## config.mk

```make
export PLATFORM = sky130hd
export DESIGN_NAME = midi_tx_flat
export DESIGN_NICKNAME = d
export VERILOG_FILES = /design/src/rtl/midi_pkg.sv /design/src/rtl/midi_tx_if.sv /design/src/rtl/midi_uart_tx.sv /design/src/rtl/midi_tx.sv /design/src/flat_wrapper.sv
export SDC_FILE = /design/constraint.sdc
export NUM_CORES = 1
export LEC_CHECK = 0
export BUFFER_PORTS_ARGS = -buffer_cell sky130_fd_sc_hd__buf_2
export CAP_MARGIN = 15
export CORE_AREA = 2 2 68 70
export CTS_CLUSTER_SIZE = 30
export DETAILED_ROUTE_END_ITERATION = 10
export DIE_AREA = 0 0 70 72
export PLACE_DENSITY = 0.87
export SYNTH_ARGS = -nofsm -noshare
export SYNTH_HDL_FRONTEND = slang
export SYNTH_SLANG_ARGS = --single-unit
```

## constraint.sdc

```tcl
create_clock -name clk -period 2.6 [get_ports clk]
set_input_delay 0.52 -clock clk [delete_from_list [all_inputs] [get_ports clk]]
set_output_delay 0.52 -clock clk [all_outputs]
set_load 0.005 [all_outputs]
```

## src/rtl/midi_pkg.sv

```systemverilog
// midi_pkg: MIDI constants and types, shared by the transmitter and the receiver.
//   MIDI_STATUS_NOTE_ON / MIDI_STATUS_NOTE_OFF : upper status nibble
//   MIDI_BAUD       : standard MIDI serial bit rate
//   midi_note_msg_t : one note-on/note-off event
//   midi_tx_state_t : transmitter byte-sequencer states
//   midi_status()   : status byte for an event
package midi_pkg;

  localparam logic [3:0] MIDI_STATUS_NOTE_ON  = 4'h9;
  localparam logic [3:0] MIDI_STATUS_NOTE_OFF = 4'h8;
  localparam int         MIDI_BAUD            = 31_250;

  typedef struct packed {
    logic       on;
    logic [3:0] channel;
    logic [6:0] note;
    logic [6:0] velocity;
  } midi_note_msg_t;

  typedef enum logic {
    TX_IDLE = 1'b0,
    TX_SEND = 1'b1
  } midi_tx_state_t;

  function automatic logic [7:0] midi_status(input midi_note_msg_t m);
    return {(m.on ? MIDI_STATUS_NOTE_ON : MIDI_STATUS_NOTE_OFF), m.channel};
  endfunction

endpackage

```

## src/rtl/midi_tx_if.sv

```systemverilog
// midi_tx_if: note-event handshake into the MIDI transmitter.
//   msg_valid    : event present on the msg_* fields (source -> transmitter)
//   msg_ready    : transmitter can accept an event (transmitter -> source)
//   msg_on       : 1 = note-on, 0 = note-off
//   msg_channel  : MIDI channel 0..15
//   msg_note     : note number 0..127
//   msg_velocity : velocity 0..127
interface midi_tx_if;
  logic       msg_valid;
  logic       msg_ready;
  logic       msg_on;
  logic [3:0] msg_channel;
  logic [6:0] msg_note;
  logic [6:0] msg_velocity;

  modport master (
    output msg_valid, msg_on, msg_channel, msg_note, msg_velocity,
    input  msg_ready
  );

  modport slave (
    input  msg_valid, msg_on, msg_channel, msg_note, msg_velocity,
    output msg_ready
  );
endinterface

```

## src/rtl/midi_uart_tx.sv

```systemverilog
// midi_uart_tx: 8N1 serialiser, CPB clocks per bit.
//   clk, rst   : system clock, synchronous active-high reset
//   byte_valid : byte_in is offered for transmission
//   byte_in    : byte to send, LSB first
//   byte_ready : a load happens this cycle if byte_valid (idle, or last cycle of a stop bit)
//   stop_next  : the coming cycle is the last cycle of the current stop bit
//   data_out   : serial line, idle high, registered
module midi_uart_tx #(
  parameter int CPB = 10
) (
  input  logic       clk,
  input  logic       rst,
  input  logic       byte_valid,
  input  logic [7:0] byte_in,
  output logic       byte_ready,
  output logic       stop_next,
  output logic       data_out
);

  localparam int            TW     = (CPB > 2) ? $clog2(CPB) : 1;
  localparam logic [TW-1:0] T_LAST = TW'(CPB - 1);
  localparam logic [TW-1:0] T_PRE  = TW'(CPB - 2);

  logic          active;
  logic [7:0]    shreg;
  logic [3:0]    bit_cnt;
  logic [TW-1:0] timer;
  logic          last_tick;

  assign last_tick  = (timer == T_LAST);
  // Accepting in the last stop-bit cycle makes frames abut with no idle gap.
  assign byte_ready = !active || (bit_cnt == 4'd9 && last_tick);
  assign stop_next  = active && (bit_cnt == 4'd9) && (timer == T_PRE);

  always_ff @(posedge clk) begin
    if (rst) begin
      active   <= 1'b0;
      shreg    <= 8'hFF;
      bit_cnt  <= 4'd0;
      timer    <= '0;
      data_out <= 1'b1;
    end else if (byte_valid && byte_ready) begin
      active   <= 1'b1;
      shreg    <= byte_in;
      bit_cnt  <= 4'd0;
      timer    <= '0;
      data_out <= 1'b0;
    end else if (active) begin
      if (last_tick) begin
        timer <= '0;
        if (bit_cnt == 4'd9) begin
          active   <= 1'b0;
          data_out <= 1'b1;
        end else begin
          // Shifting in ones means the ninth boundary naturally yields the stop bit.
          bit_cnt  <= bit_cnt + 4'd1;
          data_out <= shreg[0];
          shreg    <= {1'b1, shreg[7:1]};
        end
      end else begin
        timer <= timer + 1'b1;
      end
    end
  end

endmodule

```

## src/rtl/midi_tx.sv

```systemverilog
// midi_tx: MIDI note-on/note-off transmitter with optional running status.
//   clk, rst : system clock, synchronous active-high reset
//   msg      : event handshake (midi_tx_if.slave)
//   data_out : serial MIDI line, 8N1, idle high
//   busy     : high from accept until the last stop bit completes
//   msg_done : one-cycle pulse in the final cycle of the last stop bit
//
// state   | meaning
// TX_IDLE | line idle; msg_ready high one cycle after reset releases; accept loads first byte
// TX_SEND | byte_idx 0=status 1=note 2=velocity in flight; next byte loads at stop-bit end
module midi_tx
  import midi_pkg::*;
#(
  parameter int CLK_FREQ       = 100_000_000,
  parameter int BAUD_RATE      = MIDI_BAUD,
  parameter int RUNNING_STATUS = 1
) (
  input  logic       clk,
  input  logic       rst,
  midi_tx_if.slave   msg,
  output logic       data_out,
  output logic       busy,
  output logic       msg_done
);

  localparam int CPB = CLK_FREQ / BAUD_RATE;

  midi_tx_state_t state_q, state_d;
  logic [1:0]     byte_idx_q, byte_idx_d;
  logic [6:0]     note_q, vel_q;
  logic [7:0]     status_q;
  logic           status_vld_q;
  logic           ready_q, busy_q, done_q;

  midi_note_msg_t in_msg;
  logic [7:0]     in_status;
  logic           send_status;
  logic           accept;
  logic           byte_valid, byte_ready, stop_next;
  logic [7:0]     byte_in;

  assign in_msg      = {msg.msg_on, msg.msg_channel, msg.msg_note, msg.msg_velocity};
  assign in_status   = midi_status(in_msg);
  assign accept      = (state_q == TX_IDLE) && ready_q && msg.msg_valid;
  assign send_status = (RUNNING_STATUS == 0) || !status_vld_q || (in_status != status_q);

  assign msg.msg_ready = ready_q;
  assign busy          = busy_q;
  assign msg_done      = done_q;

  always_ff @(posedge clk) begin
    if (rst) begin
      state_q      <= TX_IDLE;
      byte_idx_q   <= 2'd0;
      note_q       <= '0;
      vel_q        <= '0;
      status_q     <= '0;
      status_vld_q <= 1'b0;
      ready_q      <= 1'b0;
      busy_q       <= 1'b0;
      done_q       <= 1'b0;
    end else begin
      state_q    <= state_d;
      byte_idx_q <= byte_idx_d;
      if (accept) begin
        note_q <= in_msg.note;
        vel_q  <= in_msg.velocity;
        // Any later reset invalidates this, so recording at accept is equivalent
        // to recording once the status byte is actually on the wire.
        if (send_status) begin
          status_q     <= in_status;
          status_vld_q <= 1'b1;
        end
      end
      ready_q <= (state_d == TX_IDLE);
      busy_q  <= (state_d == TX_SEND);
      done_q  <= (state_q == TX_SEND) && (byte_idx_q == 2'd2) && stop_next;
    end
  end

  always_comb begin
    state_d    = state_q;
    byte_idx_d = byte_idx_q;
    case (state_q)
      TX_IDLE: begin
        if (accept) begin
          state_d    = TX_SEND;
          byte_idx_d = send_status ? 2'd0 : 2'd1;
        end
      end
      TX_SEND: begin
        if (byte_ready) begin
          if (byte_idx_q == 2'd2) state_d = TX_IDLE;
          else                    byte_idx_d = byte_idx_q + 2'd1;
        end
      end
      default: state_d = TX_IDLE;
    endcase
  end

  // The first byte is handed over in the accept cycle so its start bit begins right after.
  always_comb begin
    byte_valid = 1'b0;
    byte_in    = 8'h00;
    case (state_q)
      TX_IDLE: begin
        if (accept) begin
          byte_valid = 1'b1;
          byte_in    = send_status ? in_status : {1'b0, in_msg.note};
        end
      end
      TX_SEND: begin
        if (byte_ready && byte_idx_q != 2'd2) begin
          byte_valid = 1'b1;
          byte_in    = (byte_idx_q == 2'd0) ? {1'b0, note_q} : {1'b0, vel_q};
        end
      end
      default: ;
    endcase
  end

  midi_uart_tx #(.CPB(CPB)) u_uart (
    .clk        (clk),
    .rst        (rst),
    .byte_valid (byte_valid),
    .byte_in    (byte_in),
    .byte_ready (byte_ready),
    .stop_next  (stop_next),
    .data_out   (data_out)
  );

endmodule

```

## src/flat_wrapper.sv

```systemverilog
// flat-port wrapper written by rule: the top's interface ports become plain ports
module midi_tx_flat import midi_pkg::*;
#(
  parameter int CLK_FREQ       = 100_000_000,
  parameter int BAUD_RATE      = MIDI_BAUD,
  parameter int RUNNING_STATUS = 1
)
  (clk, rst, data_out, busy, msg_done, msg_msg_valid, msg_msg_on, msg_msg_channel, msg_msg_note, msg_msg_velocity, msg_msg_ready);
  midi_tx_if msg_i ();
  input  logic clk;
  input  logic rst;
  output logic data_out;
  output logic busy;
  output logic msg_done;
  input wire logic [$bits(msg_i.msg_valid)-1:0] msg_msg_valid;
  input wire logic [$bits(msg_i.msg_on)-1:0] msg_msg_on;
  input wire logic [$bits(msg_i.msg_channel)-1:0] msg_msg_channel;
  input wire logic [$bits(msg_i.msg_note)-1:0] msg_msg_note;
  input wire logic [$bits(msg_i.msg_velocity)-1:0] msg_msg_velocity;
  output wire logic [$bits(msg_i.msg_ready)-1:0] msg_msg_ready;
  assign msg_i.msg_valid = msg_msg_valid;
  assign msg_i.msg_on = msg_msg_on;
  assign msg_i.msg_channel = msg_msg_channel;
  assign msg_i.msg_note = msg_msg_note;
  assign msg_i.msg_velocity = msg_msg_velocity;
  assign msg_msg_ready = msg_i.msg_ready;
  midi_tx #(.CLK_FREQ(CLK_FREQ), .BAUD_RATE(BAUD_RATE), .RUNNING_STATUS(RUNNING_STATUS)) u_core (.clk(clk), .rst(rst), .msg(msg_i), .data_out(data_out), .busy(busy), .msg_done(msg_done));
endmodule
```

==> qor.txt, run 1 <==
critical path fanouts, max: 12
DR DRC count: 0
Area Growth Syn to Fin: 11.52%
Net Count, Synth: 316
DR vias: 2034
RePlAce Congestion: 0.8535
WP buf/inv: 0
top cells by area, synth: dfxtp_1 (42%), nand2_1 (7.4%), a21oi_1 (5.4%), mux2i_1 (5.0%), nor2_1 (4.3%)
Num Clock Sinks: 51
R2R Path Start: u_core.u_uart.timer[0]$_SDFFE_PP0P_
register area: 0.001021 mm2
DP Worst Slack: 0.3667 ns
Max stage delay on crit path: 0.56 ns
most common cell in the netlist: dfxtp_1
internal power: 1229 uW
fill cell total of the finished layout: 379
Die X: 70 um
mean area per synthesized cell: 8.407 um2
Worst Path Required: 2.80 ns
Synth Warn #: 0
Site Rows: 24
switching power of the nets: 414.9 uW
Critical Path Start: u_core.u_uart.timer[0]$_SDFFE_PP0P_
WL final: 4814 um
Final ANT Viol Nets: 0
worst slew pin tran: 0.5498 ns
status: finished clean
mux contribution to synthesized area: 4.961%
clock share of power: 34.6%
worst reg2reg path depth: 6
initial antenna violation count: 0
total power: 1644 uW
Setup Skew: 0.007621 ns
largest family of logic cells by synthesized area: simple AND/OR/NAND/NOR gates
RR Endpoint: u_core.u_uart.shreg[2]$_SDFFE_PP1P_
Synth Instances: 288
CTS Hold Bufs: 0
die area: 0.005040 mm2
# nets final: 339
Synth Area in Compound Gates: 14.06%
largest net degree at the start of global routing: 30
Slew Limit Headroom: 63.35%
gr usage total: 20.69%
Post-CTS Resized: 0
max cap viols: 0
DR iter-0 viols: 85
critical path class: reg2reg
Hold Crit Class: in2reg
cell count along the critical path: 6
clk slew on worst S/H paths: 0.09 ns
RSZ-0062 raised after global routing: no
CTS Buffer Depth: 2
core area: 0.004264 mm2
Post-synth ARST share: 0%
synthesized-area fraction occupied by adder cells: 3.101%
sequential fraction of the synthesis area: 42.17%
WP data arrival: 2.46 ns
Final Cycle Share: 86.94%
Die Ht: 72 um
Gate power share: 13.4%
GRT overflow: 0
Slowest cell on crit path: or3b_1
n_diodes: 0
top cells by count, synth: dfxtp_1 (51), nand2_1 (48), nor2_1 (28)
flop-to-flop setup slack: 0.34 ns
EDFF count, synth: 0
DR pass1 iterations: 4
register share of total power: 52.0%
IO Port Bufs: 25
vias in the first global route: 1952
Synth top area share: 42.17%
Post-Place Cells: 356
post-CTS setup buffers: 0
final hold violations: 0
first-pass GRT wire length: 8466 um
worst setup path endpoint: u_core.u_uart.shreg[2]$_SDFFE_PP1P_
fin crit period: 2.261 ns
hold slack: 0.4435 ns
CP cell instances: ha_1 -> and4_1 -> or3b_1 -> o21ai_0 -> o221ai_1 -> a211o_1
Initial Util: 56.78%
Worst setup SP type: flop
Slew Viols, Final: 0
Multi-input gate area: 0.001292 mm2
drt wl/cell: 13.23 um
CTS Buf Count: 5
DR vias/cell: 5.588
Yosys cell types: 43
root buf cell: clkbuf_8
Clk Latency, worst-skew pair: 0.30 ns
XOR/XNOR Fraction of Synth Area: 6.873%
critical path capture point type: flop
FF+latch count, synth: 51
power density over the cells: 608.7 mW/mm2
Mapped Area: 0.002421 mm2
Fmax achieved: 442.4 MHz
switching share of power: 25.25%
final cell count without fillers: 364
share of post-route cells with drive strength above 1: 14.10%
# setup viols final: 0
Post-Synth Simple-Gate Area: 24.39%
top cell family by delay on the critical path: simple AND/OR/NAND/NOR gates
Worst Setup Slack, final: 0.3395 ns
CTS HTree Levels: 2
LEAKAGE: 0.001047 uW
Synth Flop Type: dfxtp_1
Post-DP HPWL: 3455 um
CTS tree: built
Yosys top cell by area: dfxtp_1
Max VDD drop: 0.3194 mV
IO Count: 26
final setup TNS: 0 ns
## flip-flops by register name (all words and copies together), names as in the netlist, 2 cells and up
register,cells
u_core.byte_idx_q,2
u_core.note_q,7
u_core.status_q,6
u_core.u_uart.bit_cnt,4
u_core.u_uart.shreg,8
u_core.u_uart.timer,12
u_core.vel_q,7
## cells by family (layout without fill, tap and decap cells)
| group | count (synthesis) | in the layout |
|---|---|---|
| and+or+nand+nor | 121 | 121 |
| AOI/OAI and AO/OA | 54 | 54 |
| DFF | 51 | 51 |
| buffers and inverters | 25 | 49 |
| xor gates and xnor gates | 19 | 19 |
| muxes | 12 | 12 |
| adders and majority gates | 6 | 6 |
## worst min path at each step
stage          slack (ns)  depth (start not counted)                            end                     startpoint
2_1_floorplan        0.44                          2   u_core.vel_q[0]$_SDFFE_PP0P_   u_core.vel_q[0]$_SDFFE_PP0P_
3_3_place_gp         0.44                          2  u_core.note_q[0]$_SDFFE_PP0P_  u_core.note_q[0]$_SDFFE_PP0P_
3_5_place_dp         0.45                          2  u_core.note_q[0]$_SDFFE_PP0P_  u_core.note_q[0]$_SDFFE_PP0P_
4_1_cts              0.44                          3   u_core.vel_q[1]$_SDFFE_PP0P_            msg_msg_velocity[1]
5_1_grt              0.46                          3   u_core.vel_q[4]$_SDFFE_PP0P_            msg_msg_velocity[4]
6_report             0.44                          3   u_core.vel_q[1]$_SDFFE_PP0P_            msg_msg_velocity[1]
## power groups by stage
stage	clock [uW]	sequential, uW	combinational, uW
after global placement	0	870	214
final	568	854	221
after floorplan	0	866	163
after detailed placement	0	872	220
after global routing	610	861	251
after CTS	579	854	221
## layer usage
layer,routed length (um),GRT usage [%],part of all wire (%)
met1,2195,25.50,46
met2,2340,35.56,49
met3,206,5.556,4.3
met4,72,6.624,1.5
met5,0,0,0
## area by class of cell
| cell class | count | area share (%) |
|---|---|---|
| clock inverter | 2 | 1.297 |
| tap | 52 | 2.410 |
| multi-input combinational | 212 | 47.87 |
| clock buffer | 6 | 3.058 |
| timing repair buffer | 30 | 6.024 |
| inverter | 11 | 1.529 |
| sequential | 51 | 37.81 |
## worst register-to-register path, cell delays in order, from the launching register on
cell and delay [ns]:
dfxtp_1 0.41, ha_1 0.21, and4_1 0.30, or3b_1 0.56, o21ai_0 0.27, o221ai_1 0.17
a211o_1 0.24
## stage by stage
stage | instance area (um2) | utilization (%)
6_report | 2700 | 63.32
5_1_grt | 2700 | 63.32
4_1_cts | 2700 | 63.32
3_5_place_dp | 2582 | 60.56
3_3_place_gp | 2582 | 60.56
2_1_floorplan | 2421 | -
## layout by cell type, fill, tap and decap left out, types with 3 or more instances in the layout
| master | n |
|---|---|
| dfxtp_1 | 51 |
| nand2_1 | 48 |
| nor2_1 | 28 |
| a21oi_1 | 26 |
| buf_2 | 25 |
| nand3_1 | 13 |
| mux2i_1 | 12 |
| inv_1 | 10 |
| xnor2_1 | 10 |
| nor3_1 | 9 |
| o21ai_0 | 9 |
| xor2_1 | 9 |
| ha_1 | 6 |
| clkbuf_8 | 6 |
| buf_4 | 5 |
| o221ai_1 | 4 |
| a211o_1 | 4 |
| nand4_1 | 3 |
| o211ai_1 | 3 |
Power figures use the tool's default switching activity.
==> run 2, diff against run 1 <==
- ABC_AREA: default -> 1
- CORE_AREA: 2 2 68 70 -> 2 2 71 73
- DIE_AREA: 0 0 70 72 -> 0 0 73 75
- PLACE_DENSITY: 0.87 -> 0.86
==> run 2 against run 1 <==
  * Wire length up 7.0%
  * First-iteration DRC count grew 48%
  * Clock power fell by 20%
  * Via count is 15% higher
  * Cell count rose by 25%
  * Die area rose by 8.6%
  * Non-clock buffer count down 4
  * Clock skew about the same
==> qor.txt, run 2 <==
WP data arrival: 2.13 ns (was 2.46 ns)
Worst Path Required: 2.80 ns (about the same)
commonest cells after routing, fill and taps aside: nand2_1 (91), dfxtp_1 (51), inv_1 (43), nor2_1 (37), nand3_1 (31) (was dfxtp_1 (51), nand2_1 (48), nor2_1 (28), a21oi_1 (26), buf_2 (25))
IO Count: 26 (unchanged)
# nets final: 430 (was 339)
DR vias: 2341 (was 2034)
n_diodes: 0 (unchanged)
CTS Buffer Depth: 2 (unchanged)
CTS HTree Levels: 2 (unchanged)
WL final: 5150 um (was 4814 um)
final hold violations: 0 (unchanged)
Synth top area share: 38.67% (was 42.17%)
Clk Latency, worst-skew pair: 0.30 ns (about the same)
first-pass GRT wire length: 9011 um (was 8466 um)
Slew Viols, Final: 0 (unchanged)
root buf cell: clkbuf_8 (unchanged)
Synth Flop Type: dfxtp_1 (unchanged)
RePlAce Congestion: 0.8557 (was 0.8535)
largest registers: u_core.u_uart.timer: 12 flops, u_core.u_uart.shreg: 8 flops (unchanged)
fin crit period: 1.925 ns (was 2.261 ns)
CTS tree: built (unchanged)
LEAKAGE: 0.001265 uW (was 0.001047 uW)
# setup viols final: 0 (unchanged)
critical path fanouts, max: 13 (was 12)
DP Worst Slack: 0.6185 ns (was 0.3667 ns)
Yosys top cell by area: dfxtp_1 (unchanged)
top cells by count, synth: nand2_1 (91), dfxtp_1 (51), inv_1 (43) (was dfxtp_1 (51), nand2_1 (48), nor2_1 (28))
Mapped Area: 0.002640 mm2 (was 0.002421 mm2)
WP buf/inv: 0 (unchanged)
top cells by area, synth: dfxtp_1 (39%), nand2_1 (13%), inv_1 (6.1%), nand3_1 (5.9%), nor2_1 (5.3%) (was dfxtp_1 (42%), nand2_1 (7.4%), a21oi_1 (5.4%), mux2i_1 (5.0%), nor2_1 (4.3%))
Die Ht: 75 um (was 72 um)
power density over the cells: 642.1 mW/mm2 (was 608.7 mW/mm2)
DP Area: 0.002761 mm2 (was 0.002582 mm2)
Post-DP HPWL: 3775 um (was 3455 um)
Max stage delay on crit path: 0.39 ns (was 0.56 ns)
Post-CTS Resized: 0 (unchanged)
Slowest cell on crit path: dfxtp_1 (was or3b_1)
final setup TNS: 0 ns (unchanged)
fill cell total of the finished layout: 419 (was 379)
vias in the first global route: 2130 (was 1952)
DR pass1 iterations: 4 (unchanged)
die area: 0.005475 mm2 (was 0.005040 mm2)
Yosys cell types: 32 (was 43)
Net Count, Synth: 411 (was 316)
CTS Hold Bufs: 0 (unchanged)
critical path class: reg2reg (unchanged)
top cell family by delay on the critical path: simple AND/OR/NAND/NOR gates (unchanged)
Fmax achieved: 519.5 MHz (was 442.4 MHz)
Slew Limit Headroom: 68.42% (was 63.35%)
drt wl/cell: 11.29 um (was 13.23 um)
Top reg by flops: u_core.u_uart.timer (unchanged)
gr usage total: 20.78% (was 20.69%)
IO Port Bufs: 25 (unchanged)
max FFs per register: 12 (unchanged)
FF+latch count, synth: 51 (unchanged)
worst slew pin tran: 0.4720 ns (was 0.5498 ns)
commonest non-fill, non-tap cell in the layout: nand2_1 (was dfxtp_1)
largest net degree at the start of global routing: 25 (was 30)
grt met3 use: 4.016% (was 5.556%)
CTS Buf Count: 5 (unchanged)
Final Cycle Share: 74.03% (was 86.94%)
RSZ-0062 raised after global routing: no (unchanged)
status: finished clean (unchanged)
Setup Skew: 0.007440 ns (was 0.007621 ns)
most common cell in the netlist: nand2_1 (was dfxtp_1)
CP cell instances: ha_1 -> nand3_2 -> nor2_4 -> nand3_2 -> nand2_2 -> nand2_4 -> nand2_2 -> or2_4 -> nor2_2 (was ha_1 -> and4_1 -> or3b_1 -> o21ai_0 -> o221ai_1 -> a211o_1)
DR DRC count: 0 (unchanged)
Num Clock Sinks: 51 (unchanged)
core area: 0.004661 mm2 (was 0.004264 mm2)
initial antenna violation count: 0 (unchanged)
Worst setup SP type: flop (unchanged)
Synth Instances: 383 (was 288)
critical path capture point type: flop (unchanged)
Hold Crit Class: reg2reg (was in2reg)
DR vias/cell: 5.134 (was 5.588)
max cap viols: 0 (unchanged)
Max VDD drop: 0.3698 mV (was 0.3194 mV)
EDFF count, synth: 0 (unchanged)
design area: 0.002849 mm2 (was 0.002700 mm2)
GRT overflow: 0 (unchanged)
met1 usage: 25.68% (was 25.50%)
Die X: 73 um (was 70 um)
share of post-route cells with drive strength above 1: 17.66% (was 14.10%)
Initial Util: 56.64% (was 56.78%)
post-CTS setup buffers: 0 (unchanged)
GRT busiest layer: met2 (unchanged)
mean area per synthesized cell: 6.893 um2 (was 8.407 um2)
Final ANT Viol Nets: 0 (unchanged)
Post-synth ARST share: 0% (unchanged)
DR iter-0 viols: 126 (was 85)
clk slew on worst S/H paths: 0.08 ns (was 0.09 ns)
sequential fraction of the synthesis area: 38.67% (was 42.17%)
Worst Setup Slack, final: 0.6752 ns (was 0.3395 ns)
Area Growth Syn to Fin: 7.915% (was 11.52%)
Synth Warn #: 0 (unchanged)
M2 GR Usage: 36.24% (was 35.56%)
Site Rows: 25 (was 24)
==> run 2: path summary, 6_finish.rpt <==
kind,from,to,slack [ns],depth (start not counted)
max,u_core.u_uart.timer[0]$_SDFFE_PP0P_,u_core.u_uart.timer[10]$_SDFFE_PP0P_,0.68,9
min,u_core.vel_q[6]$_SDFFE_PP0P_,u_core.vel_q[6]$_SDFFE_PP0P_,0.46,2
max reg2reg,u_core.u_uart.timer[0]$_SDFFE_PP0P_,u_core.u_uart.timer[10]$_SDFFE_PP0P_,0.68,9
min reg2reg,u_core.vel_q[6]$_SDFFE_PP0P_,u_core.vel_q[6]$_SDFFE_PP0P_,0.46,2
==> run 2: worst min-delay path, delay by kind of cell (launching register included) <==
kind / cells / cell delay (ns)
buffers and inverters: 1 / 0.05
AO/OA/AOI/OAI: 1 / 0.06
flip-flops: 1 / 0.30
==> run 2: kinds of logic after synthesis <==
kind of cell,count (synthesis),share of synthesized area [%]
AND/OR/NAND/NOR,201,35.78
buffers and inverters,66,10.38
AO/OA/AOI/OAI,52,10.00
flip-flops,51,38.67
XOR/XNOR,7,2.322
adder cells (fa/ha/maj),6,2.844
==> run 2: final cells by class <==
class                           count  area, um2  share of cell area [%]
Multi-Input combinational cell    266       1345                   47.21
Sequential cell                    51       1021                   35.84
Inverter                           52      195.2                   6.851
Timing Repair Buffer               26      132.6                   4.655
Clock buffer                        6      82.58                   2.899
Tap cell                           54      67.56                   2.372
Clock inverter                      1      5.005                  0.1757
==> run 2: per-stage QoR <==
stage	hold WS, ns	std cells	util (%)	total power, uW
2_1_floorplan	0.4239	383	-	1312
3_3_place_gp	0.4427	449	59.25	1377
3_5_place_dp	0.4438	449	59.25	1392
4_1_cts	0.4557	456	61.13	1841
5_1_grt	0.4689	456	61.13	1958
6_report	0.4565	456	61.13	1829
==> run 2: where the power goes <==
group / leakage, uW / internal (uW) / switching [uW]
registers: 0.000416 / 869 / 56.8
clock network: 0.0000470 / 209 / 247
logic: 0.000801 / 154 / 294
total: 0.00126 / 1230 / 597
==> run 2: metal layers <==
layer,vias up,routed length [um]
met5,-,0
met4,0,43
met3,4,197
met2,42,2496
met1,1055,2412
li1,1240,-
==> run 3, diff against run 2 <==
- CORE_AREA: 2 2 71 73 -> 2 2 74 76
- DIE_AREA: 0 0 73 75 -> 0 0 76 78
- PLACE_DENSITY: 0.86 -> 0.84
- clock period: 2.6 -> 1.7 ns (I/O delays scaled with it)
==> run 3 against run 2 <==
  * Sequential power grew 52%
  * Largest cell class unchanged
  * First-iteration DRC count down 21%
  * Wire length rose by 8.5%
  * Clock power rose by 57%
  * Count of clock-buffer cells in the layout shrank 1
  * Critical path type unchanged
  * Die area grew 8.3%
  * Utilization is 1.6 points lower
  * Setup slack worse by 0.57 ns
==> qor.txt, run 3 (synthesis results as in run 2) <==
Num Clock Sinks: 51 (unchanged)
Worst Path Required: 1.94 ns (was 2.80 ns)
initial antenna violation count: 0 (unchanged)
WL final: 5588 um (was 5150 um)
die area: 0.005928 mm2 (was 0.005475 mm2)
n_diodes: 0 (unchanged)
switching share of power: 34.28% (was 32.64%)
worst slew pin tran: 0.4955 ns (was 0.4720 ns)
Final Cycle Share: 93.90% (was 74.03%)
DR pass1 iterations: 4 (unchanged)
hold slack: 0.2895 ns (was 0.4565 ns)
RePlAce Congestion: 0.8021 (was 0.8557)
vias in the first global route: 2312 (was 2130)
DP Area: 0.002856 mm2 (was 0.002761 mm2)
IO Count: 26 (unchanged)
final setup TNS: 0 ns (unchanged)
register share of total power: 48.4% (was 50.6%)
critical path fanouts, max: 6 (was 13)
Top reg by flops: u_core.u_uart.timer (unchanged)
CTS Hold Bufs: 0 (unchanged)
largest registers: u_core.u_uart.timer: 12 flops, u_core.u_uart.shreg: 8 flops (unchanged)
DR DRC count: 0 (unchanged)
commonest cells after routing, fill and taps aside: nand2_1 (91), dfxtp_1 (47), inv_1 (42), nor2_1 (36), nand3_1 (31) (was nand2_1 (91), dfxtp_1 (51), inv_1 (43), nor2_1 (37), nand3_1 (31))
first-pass GRT wire length: 9308 um (was 9011 um)
Site Rows: 26 (was 25)
clock share of power: 24.7% (was 24.9%)
CTS Buf Count: 5 (unchanged)
root buf cell: clkbuf_8 (unchanged)
RR Endpoint: u_core.u_uart.bit_cnt[0]$_SDFFE_PP0P_ (was u_core.u_uart.timer[10]$_SDFFE_PP0P_)
CTS tree: built (unchanged)
R2R Path Start: u_core.u_uart.bit_cnt[1]$_SDFFE_PP0P_ (was u_core.u_uart.timer[0]$_SDFFE_PP0P_)
Slew Limit Headroom: 66.85% (was 68.42%)
Max VDD drop: 0.5422 mV (was 0.3698 mV)
Worst Setup Slack, final: 0.1037 ns (was 0.6752 ns)
commonest non-fill, non-tap cell in the layout: nand2_1 (unchanged)
max FFs per register: 12 (unchanged)
GRT overflow: 0 (unchanged)
Initial Util: 52.36% (was 56.64%)
IO Port Bufs: 25 (unchanged)
LEAKAGE: 0.001321 uW (was 0.001265 uW)
share of post-route cells with drive strength above 1: 22.30% (was 17.66%)
largest net degree at the start of global routing: 23 (was 25)
clk slew on worst S/H paths: 0.10 ns (was 0.08 ns)
Fmax achieved: 626.4 MHz (was 519.5 MHz)
Clk Latency, worst-skew pair: 0.31 ns (was 0.30 ns)
# setup viols final: 0 (unchanged)
DP Worst Slack: 0.08137 ns (was 0.6185 ns)
hold path startpoint: msg_msg_note[1] (was u_core.vel_q[6]$_SDFFE_PP0P_)
Area Growth Syn to Fin: 13.65% (was 7.915%)
Die X: 76 um (was 73 um)
Setup Skew: 0.008930 ns (was 0.007440 ns)
core area: 0.005042 mm2 (was 0.004661 mm2)
gr usage total: 18.65% (was 20.78%)
fill cell total of the finished layout: 466 (was 419)
critical path capture point type: flop (unchanged)
Final ANT Viol Nets: 0 (unchanged)
DR iter-0 viols: 99 (was 126)
worst reg2reg path depth: 9 (unchanged)
DR vias/cell: 5.010 (was 5.134)
Multi-input gate area: 0.001359 mm2 (was 0.001345 mm2)
flop-to-flop setup slack: 0.10 ns (was 0.68 ns)
register area: 0.001026 mm2 (was 0.001021 mm2)
DR vias: 2440 (was 2341)
internal power: 1908 uW (was 1232 uW)
# nets final: 444 (was 430)
design area: 0.003000 mm2 (was 0.002849 mm2)
status: finished clean (unchanged)
Hold Crit Class: in2reg (was reg2reg)
power density over the cells: 967.8 mW/mm2 (was 642.1 mW/mm2)
fin util: 59.50% (was 61.13%)
Worst setup SP type: flop (unchanged)
Hold Path Depth: 3 (was 2)
max cap viols: 0 (unchanged)
critical path class: reg2reg (unchanged)
drt wl/cell: 11.47 um (was 11.29 um)
WP data arrival: 1.83 ns (was 2.13 ns)
final hold violations: 0 (unchanged)
Worst Hold Path EP: u_core.note_q[1]$_SDFFE_PP0P_ (was u_core.vel_q[6]$_SDFFE_PP0P_)
CTS Buffer Depth: 2 (unchanged)
CTS HTree Levels: 2 (unchanged)
Post-DP HPWL: 3978 um (was 3775 um)
Gate power share: 26.9% (was 24.5%)
Slew Viols, Final: 0 (unchanged)
fin crit period: 1.596 ns (was 1.925 ns)
Die Ht: 78 um (was 75 um)
switching power of the nets: 995.4 uW (was 597.1 uW)
[run 3: changes by cell type in the layout (fill, tap and decap cells not counted), sizes merged]
cell      change
buf          +14
clkinvlp      +2
clkbuf        -1
clkinv        -1
inv           +1
[run 3: power groups by stage]
stage | Combinational (uW) | Clock [uW] | Sequential [uW]
6_report | 780 | 718 | 1410
5_1_grt | 893 | 773 | 1420
3_5_place_dp | 750 | 0 | 1430
2_1_floorplan | 594 | 0 | 1410
4_1_cts | 756 | 739 | 1400
3_3_place_gp | 733 | 0 | 1430
[run 3: critical path: stages, from the launching register on]
cell and delay [ns]:
dfxtp_2 0.35, inv_1 0.05, ha_1 0.16, nand2_1 0.10
nor2_2 0.06, inv_2 0.07, nand4_1 0.16, buf_6 0.18
or2_2 0.27, a21oi_1 0.12
[run 3: how the worst max path moves through the flow]
stage                                          startpoint                               endpoint  slack [ns]  cells past startpoint
floorplan             u_core.u_uart.timer[1]$_SDFFE_PP0P_    u_core.u_uart.shreg[6]$_SDFFE_PP1P_        0.26                     11
global placement      u_core.u_uart.timer[1]$_SDFFE_PP0P_      u_core.byte_idx_q[1]$_SDFFE_PP0P_        0.11                     11
detailed placement  u_core.u_uart.bit_cnt[0]$_SDFFE_PP0P_    u_core.u_uart.shreg[3]$_SDFFE_PP1P_        0.08                     11
CTS                 u_core.u_uart.bit_cnt[1]$_SDFFE_PP0P_  u_core.u_uart.bit_cnt[0]$_SDFFE_PP0P_        0.04                      9
global route        u_core.u_uart.bit_cnt[1]$_SDFFE_PP0P_  u_core.u_uart.bit_cnt[0]$_SDFFE_PP0P_       -0.01                      9
finish              u_core.u_uart.bit_cnt[1]$_SDFFE_PP0P_  u_core.u_uart.bit_cnt[0]$_SDFFE_PP0P_        0.10                      9
[run 3: through the flow]
stage          cells  power (uW)
6_report         487        2904
5_1_grt          487        3088
4_1_cts          483        2899
3_5_place_dp     475        2182
3_3_place_gp     475        2159
2_1_floorplan    383        2007
[run 3: repair_timing]
| item | 4_1_cts | 5_1_grt |
|---|---|---|
| endpoints found under the hold margin | 0 | 0 |
| endpoints found under the setup margin | 0 | 27 |
| resized for setup | 0 | 10 |
| setup buffers | 0 | 2 |
[run 3: layout make-up]
type                       count  area share [%]
timing repair buffer          40           8.007
sequential                    51           34.20
clock buffer                   5           2.294
tap                           70           2.919
multi-input combinational    266           45.29
inverter                      52           6.505
clock inverter                 3          0.7923
[run 3: metal layers]
metal,part of all wire (%),wire length [um],GRT usage [%],vias up
met1,45,2508,21.22,1124
met4,0.98,55,4.182,0
li1,-,-,-,1273
met3,3.3,183,3.256,7
met2,51,2841,36.25,36
met5,0,0,0,-
